[config.mk]
export PLATFORM = sky130hd
export DESIGN_NAME = user_wb_interconnect
export DESIGN_NICKNAME = d
export VERILOG_FILES = /design/src/rtl/user_wb_interconnect.sv
export SDC_FILE = /design/constraint.sdc
export NUM_CORES = 1
export LEC_CHECK = 0
export CAP_MARGIN = 20
export CORE_ASPECT_RATIO = 2
export CORE_MARGIN = 2
export CORE_UTILIZATION = 37
export CTS_CLUSTER_DIAMETER = 60
export DETAILED_ROUTE_END_ITERATION = 10
export PLACE_DENSITY = 0.9
export SKIP_CTS_REPAIR_TIMING = 1
export SYNTH_ARGS = -nofsm -noshare
export SYNTH_HDL_FRONTEND = slang
export SYNTH_SLANG_ARGS = --single-unit
export TNS_END_PERCENT = 30
[constraint.sdc]
create_clock -name wb_clk_i -period 2.4 [get_ports wb_clk_i]
set_input_delay 0.36 -clock wb_clk_i [delete_from_list [all_inputs] [get_ports wb_clk_i]]
set_output_delay 0.36 -clock wb_clk_i [all_outputs]
set_load 0.02 [all_outputs]
[src/rtl/user_wb_interconnect.sv]
// rtl/user_wb_interconnect.sv - Wishbone classic decoder for the user project area with an ack watchdog
// One outstanding transaction; hung or unmapped accesses complete with ERR_DATA and an irq pulse.
module user_wb_interconnect #(
   parameter int          NSLV     = 2,
   parameter int          TIMEOUT  = 255,
   parameter logic [31:0] ERR_DATA = 32'hDEAD_BEEF
) (
   input  logic                     wb_clk_i,
   input  logic                     wb_rst_n_i,
   input  logic                     wbs_cyc_i,
   input  logic                     wbs_stb_i,
   input  logic                     wbs_we_i,
   input  logic [3:0]               wbs_sel_i,
   input  logic [31:0]              wbs_adr_i,
   input  logic [31:0]              wbs_dat_i,
   output logic                     wbs_ack_o,
   output logic [31:0]              wbs_dat_o,
   output logic [NSLV:0]            s_cyc_o,
   output logic                     s_stb_o,
   output logic                     s_we_o,
   output logic [3:0]               s_sel_o,
   output logic [31:0]              s_adr_o,
   output logic [31:0]              s_dat_o,
   input  logic [NSLV:0]            s_ack_i,
   input  logic [32*(NSLV+1)-1:0]   s_dat_i,
   output logic [15:0]              err_count_o,
   output logic                     timeout_irq_o
);

   typedef enum logic [1:0] {IDLE, ACTIVE, RESP} state_t;

   localparam logic [15:0] TO_LAST = 16'(TIMEOUT - 1);

   state_t        state_q, state_d;
   logic [NSLV:0] cyc_d;
   logic [15:0]   cnt_q, cnt_d;
   logic          ack_d, irq_d;
   logic [31:0]   dat_d;
   logic [15:0]   errc_d;
   logic [NSLV:0] dec_sel;
   logic          dec_hit;
   logic          sel_ack;
   logic [31:0]   sel_dat;
   logic          active;

   assign active = (state_q == ACTIVE);

   // Pass-through is forced to zero outside ACTIVE so the slaves see a quiet bus between transactions
   assign s_stb_o = active & wbs_stb_i;
   assign s_we_o  = active & wbs_we_i;
   assign s_sel_o = {4{active}} & wbs_sel_i;
   assign s_adr_o = {32{active}} & wbs_adr_i;
   assign s_dat_o = {32{active}} & wbs_dat_i;

   always_comb begin
      dec_sel = '0;
      if (wbs_adr_i[31:3] == 29'h601_FFFF) begin
         dec_sel[NSLV] = 1'b1;
      end else begin
         for (int k = 0; k < NSLV; k++) begin
            if (wbs_adr_i[19:16] == 4'(k)) dec_sel[k] = 1'b1;
         end
      end
   end

   assign dec_hit = |dec_sel;

   // s_cyc_o is one-hot, so masking with it both selects and ignores unselected acks
   assign sel_ack = |(s_ack_i & s_cyc_o);

   always_comb begin
      sel_dat = '0;
      for (int k = 0; k <= NSLV; k++) begin
         if (s_cyc_o[k]) sel_dat = s_dat_i[32*k +: 32];
      end
   end

   always_comb begin
      state_d = state_q;
      cyc_d   = s_cyc_o;
      cnt_d   = cnt_q;
      ack_d   = 1'b0;
      irq_d   = 1'b0;
      dat_d   = wbs_dat_o;
      case (state_q)
         IDLE: begin
            if (wbs_cyc_i && wbs_stb_i) begin
               if (dec_hit) begin
                  cyc_d   = dec_sel;
                  cnt_d   = '0;
                  state_d = ACTIVE;
               end else begin
                  ack_d   = 1'b1;
                  irq_d   = 1'b1;
                  dat_d   = ERR_DATA;
                  state_d = RESP;
               end
            end
         end
         ACTIVE: begin
            cnt_d = cnt_q + 16'd1;
            if (!wbs_cyc_i) begin
               cyc_d   = '0;
               state_d = IDLE;
            end else if (sel_ack) begin
               cyc_d   = '0;
               ack_d   = 1'b1;
               dat_d   = sel_dat;
               state_d = RESP;
            end else if (cnt_q == TO_LAST) begin
               cyc_d   = '0;
               ack_d   = 1'b1;
               irq_d   = 1'b1;
               dat_d   = ERR_DATA;
               state_d = RESP;
            end
         end
         RESP: begin
            state_d = IDLE;
         end
         default: begin
            cyc_d   = '0;
            state_d = IDLE;
         end
      endcase
      errc_d = (irq_d && err_count_o != 16'hFFFF) ? err_count_o + 16'd1 : err_count_o;
   end

   // Response outputs load on the edge entering RESP so they are visible during the RESP cycle
   always_ff @(posedge wb_clk_i or negedge wb_rst_n_i) begin
      if (!wb_rst_n_i) begin
         state_q       <= IDLE;
         s_cyc_o       <= '0;
         cnt_q         <= '0;
         wbs_ack_o     <= 1'b0;
         wbs_dat_o     <= '0;
         timeout_irq_o <= 1'b0;
         err_count_o   <= '0;
      end else begin
         state_q       <= state_d;
         s_cyc_o       <= cyc_d;
         cnt_q         <= cnt_d;
         wbs_ack_o     <= ack_d;
         wbs_dat_o     <= dat_d;
         timeout_irq_o <= irq_d;
         err_count_o   <= errc_d;
      end
   end

endmodule

**Word-level counts from Yosys, hierarchy flattened**

Cells that the tools add are included.

- Logic and storage cells: 76
- Output and inout port bits: 123
- Bits in registers: 71
- Input bits: 172

- Bitwise gates (word level): 7
- Muxes and demuxes: 37
- Reduce and logical (&&, ||, !) cells: 11
- Eq/ne operators: 12
- Add/sub/neg operators: 2

Operator list:

| cell | number |
|---|---|
| two-way mux 32 bit | 8 |
| bitwise AND 32 bit | 2 |
| case mux 32 bit (2 select lines) | 1 |
| adder 16 x 1 -> 16 bit (second input constant) | 2 |
| two-way mux 16 bit | 2 |
| case mux 16 bit (2 select lines) | 1 |
| == test 29 x 27 -> 1 bit (second input constant) | 1 |
| == test 16 x 8 -> 1 bit (second input constant) | 1 |
| != test 16 bit (second input constant) | 1 |
| two-way mux 3 bit | 5 |
| two-way mux 2 bit | 6 |
| two-way mux 1 bit | 10 |
| case mux 3 bit (3 select lines) | 1 |
| != test 2 bit (second input constant) | 4 |
| OR reduction 3 bit | 2 |
| AND reduction 5 bit | 1 |
| bitwise AND 4 bit | 1 |
| == test 4 x 1 -> 1 bit (second input constant) | 1 |
| zero test 4 bit | 1 |
| != test 4 x 3 -> 1 bit (second input constant) | 1 |
| case mux 1 bit (2 select lines) | 2 |
| case mux 2 bit (2 select lines) | 1 |
| AND reduction 4 bit | 1 |
| bitwise AND 3 bit | 1 |
| 10 further kinds | 12 |

**Depth between registers and ports, before layout**

- Depth in word-level cells: 8
- Gate-level depth with buffers: 8
- Depth with buffers taken out: 7

**Least setup slack after synthesis**

No wires, ideal clock.

- Path kind: input to register
- Start point: input port wbs_adr_i[26]
- End point: register wbs_dat_o[6]
- Cell stages on the path: 6
- Library setup time: 0.125 ns
- Required time: 2.275 ns
- Data arrival time: 2.289 ns
- Path buffers: 1
- Setup slack: -0.013 ns
- Cells stage by stage: or4b_1 nor4_4 a211oi_2 a31oi_4 buf_4 mux2_2

- Cells in the longest elaborated chain, start to end: 5

Ends and longest elaborated chain:

| what | line | RTL |
|---|---|---|
| start, declared | 14 | `input logic [31:0] wbs_adr_i,` |
| == test 29 x 27 -> 1 bit * | 57 | `if (wbs_adr_i[31:3] == 29'h601_FFFF) begin` |
| two-way mux 2 bit / two-way mux 1 bit (equally long branches) | 57 |  |
| OR reduction 3 bit * | 66 | `assign dec_hit = \|dec_sel;` |
| != test 2 bit (no source line) * | n/a |  |
| AND reduction 5 bit (no source line) * | n/a |  |
| end signal, assigned | 144 | `wbs_dat_o <= dat_d;` |
| end, declared | 17 | `output logic [31:0] wbs_dat_o,` |

Every way passes the cells marked *; elsewhere a longest branch is shown, timed or not.
A chain may end at the register's enable or synchronous reset.

**Final worst setup path**

- Start point: register state_q[0]
- End point: output port s_adr_o[20]

- Cells in the longest elaborated chain, start to end: 2

Ends and longest elaborated chain:

| what | line | RTL |
|---|---|---|
| start, declared | 34 | `state_t state_q, state_d;` |
| start signal, assigned | 140 | `state_q <= state_d;` |
| == test 2 x 1 -> 1 bit | 46 | `assign active = (state_q == ACTIVE);` |
| bitwise AND 32 bit | 52 | `assign s_adr_o = {32{active}} & wbs_adr_i;` |
| end, declared | 22 | `output logic [31:0] s_adr_o,` |

Every way passes these cells.

==> impl_metrics.ini <==
[yosys]
synth_ff_type = dfrtp_1
syn-num-nets = 688
synth-edff-count = 0
synth.most_common_cell = dfrtp_1
async_flop_share_pct = 100
synth_top_area_share_pct = 38.6
synthCells = 513
syn_area_um2 = 4600
yosys_warnings = 0
yosysSeqAreaShare_pct = 38.6
synth.area.top_cells = dfrtp_1 (39%), and2_1 (9.5%), a22oi_1 (5.7%)
synth_top_area_cell = dfrtp_1
synth-seq-cells = 71
syn_avg_cell_area_um2 = 8.96
yosys.cell_types.count = 44
yosys-top-cells-count = dfrtp_1 (71), and2_1 (70), nand2_1 (60), a22oi_1 (35)

[routing]
met2WireLength_um = 10600
drtPass1Iterations = 5
met3WireLength_um = 1480
drt_iter0_markers = 191
num_vias = 5433
drt_wl_total_um = 19300
route.detailed.drc = 0
wl_met1_um = 6760
wl_per_cell_um = 19.7
final_antenna_net_count = 0
top_layer = met5
via_per_inst = 5.53

[critical_path]
cp_data_arrival_time_ns = 2.00
r2r-start = cnt_q[0]
worstSetupPathType = register to primary output
r2r_slack_ns = 0.22
start_kind = register
crit_fanout = 50
timing.rr.end = wbs_dat_o[30]
rr_worst_depth = 9
cp-end-kind = primary output
worstPathRequired_ns = 2.04

[global_routing]
globalRouteOverflowTotal = 0
grt_first_pass_wirelength_um = 29100
globalRouteTotalUtil_pct = 27.5
grt_pass1_vias = 5585
antenna_found_initial = 1
grt_max_degree = 72

[clocking]
clock_sinks = 71
cts_buffer_depth = 2
clock_latency_ns = 0.33
clkTransAtPathRegs_ns = 0.06
cts-root-buf = clkbuf_16
h-tree-depth = 3
cts_tree = done
cts_buffers = 9

[floorplanning]
row_count = 57
io_pins = 295
dieArea_um2 = 13400
core_area_um2 = 12100
dieHeight_um = 162
fp.dieW_um = 82.8
start_util_pct = 37.9

[timing]
fmax_mhz = 423
fin_crit_sh_pct = 98.5
drv_slew = 0
grt_setup_unrepaired = yes
setup_viol = 0
hold_viol = 0
fin_ws_ns = 0.0366
maxSlewHeadroom_pct = 45.5
worstMarginPinSlew_ns = 0.815
clock_skew_ns = 0.00833
timing.final.crit_period_ns = 2.36
tns_ns = 0

[finish]
num-fill-cells = 952
fin_nets = 1005
multi_input_area_um2 = 2710
syn_to_final_growth_pct = 85.7
layout-drive-gt1-share_pct = 12.3
final-seq-area_um2 = 1780
antennaDiodeCount = 0
stdcell_count = 982

[place]
dp_hpwl_um = 14800
dp_slack_ns = -0.495
place_inst = 962
gp_congestion = 0.902
port_buffers = 294

[run]
max_cap_viol_count = 0

[hold_path]
hold_class = input pin to async pin

[power_and_ir_drop]
power.total_mw = 3.93
ir_drop_v = 0.000425
p_leak_nw = 4.00
powerDensity_nw_per_um2 = 460

[run_status]
status = finished, final reports clean
stage by stage:
step	utilization, %	area [µm²]	hold slack [ns]
3_3_place_gp	65.8	7980	0.418
2_1_floorplan	-	4610	0.0644
6_report	70.4	8540	0.0325
4_1_cts	68.0	8240	0.0806
5_1_grt	70.4	8540	0.0802
3_5_place_dp	65.8	7980	0.432
cells in the final DEF (no fill, tap or decap), types with 2 or more instances in the layout:
| cell | instances |
|---|---|
| o211ai_1 | 32 |
| or4_1 | 6 |
| or3_1 | 6 |
| dlymetal6s2s_1 | 51 |
| o21ai_0 | 22 |
| dfrtp_2 | 2 |
| nor2_1 | 13 |
| o2111ai_1 | 3 |
| buf_12 | 6 |
| nor4bb_1 | 2 |
| clkinv_2 | 3 |
| dfrtp_1 | 69 |
| a21oi_1 | 14 |
| inv_1 | 12 |
| clkbuf_16 | 11 |
| a22oi_1 | 35 |
| a21oi_2 | 4 |
| mux2_1 | 15 |
| or4_4 | 2 |
| nand3_1 | 10 |
| and3_1 | 8 |
| mux2_4 | 4 |
| mux2i_1 | 7 |
| buf_4 | 40 |
| or4b_4 | 3 |
| clkbuf_1 | 3 |
| nand2b_1 | 6 |
| clkdlybuf4s50_1 | 242 |
| nor4_1 | 3 |
| o31ai_1 | 8 |
| nand4_1 | 5 |
| and2_1 | 70 |
| ha_1 | 3 |
| xnor2_1 | 12 |
| and4_1 | 2 |
| mux2_2 | 11 |
| nand2_1 | 60 |
| nor3_1 | 5 |
| or2_2 | 2 |
layout make-up:
| type | count | share of cell area, % |
|---|---|---|
| sequential | 71 | 20.8 |
| multi-input combinational | 392 | 31.7 |
| timing repair buffer | 344 | 41.7 |
| clock buffer | 12 | 2.77 |
| clock inverter | 4 | 0.264 |
| tap | 147 | 2.15 |
| inverter | 12 | 0.528 |
worst max-delay path: stages, from the launching register on:
cell and delay, ns:
dfrtp_2 0.45, nor2b_4 0.21, buf_12 0.19, and2_1 0.19, clkdlybuf4s50_1 0.63
flip-flops by register name, indices dropped and copies added, names as in the netlist:
name and cells:
cnt_q 16, err_count_o 16, s_cyc_o 3, state_q 2
timeout_irq_o 1, wbs_ack_o 1, wbs_dat_o 32
cells by family after synthesis:
kind of cell	count (synthesis)	share of synthesized area, %
AOI/OAI and AO/OA	127	19.2
xor gates and xnor gates	12	2.29
adders and majority gates	3	0.816
buffers and inverters	50	4.30
DFF	71	38.6
muxes	38	9.09
and+or+nand+nor	212	25.7
worst max path at each step:
stage / start / endpoint / cells after the start
after detailed placement: wbs_adr_i[23] / cnt_q[13] / 7
after CTS: state_q[0] / s_adr_o[30] / 4
after floorplan: wbs_adr_i[26] / wbs_dat_o[6] / 6
final: state_q[0] / s_adr_o[20] / 4
after global placement: wbs_adr_i[17] / cnt_q[4] / 9
after global routing: wbs_adr_i[20] / cnt_q[4] / 9
where the power goes:
group	internal (mW)	leakage, nW	total (mW)	switching [mW]
Clock	0.695	0.126	1.20	0.506
Combinational	0.699	3.04	1.30	0.606
Sequential	1.30	0.833	1.42	0.126
layer usage:
metal	track usage [%]	vias to the layer above
met5	0	-
met4	7.82	2
met3	6.25	33
met2	53.1	313
met1	29.4	2600
li1	-	2485
(Power assumes the default switching activity.)
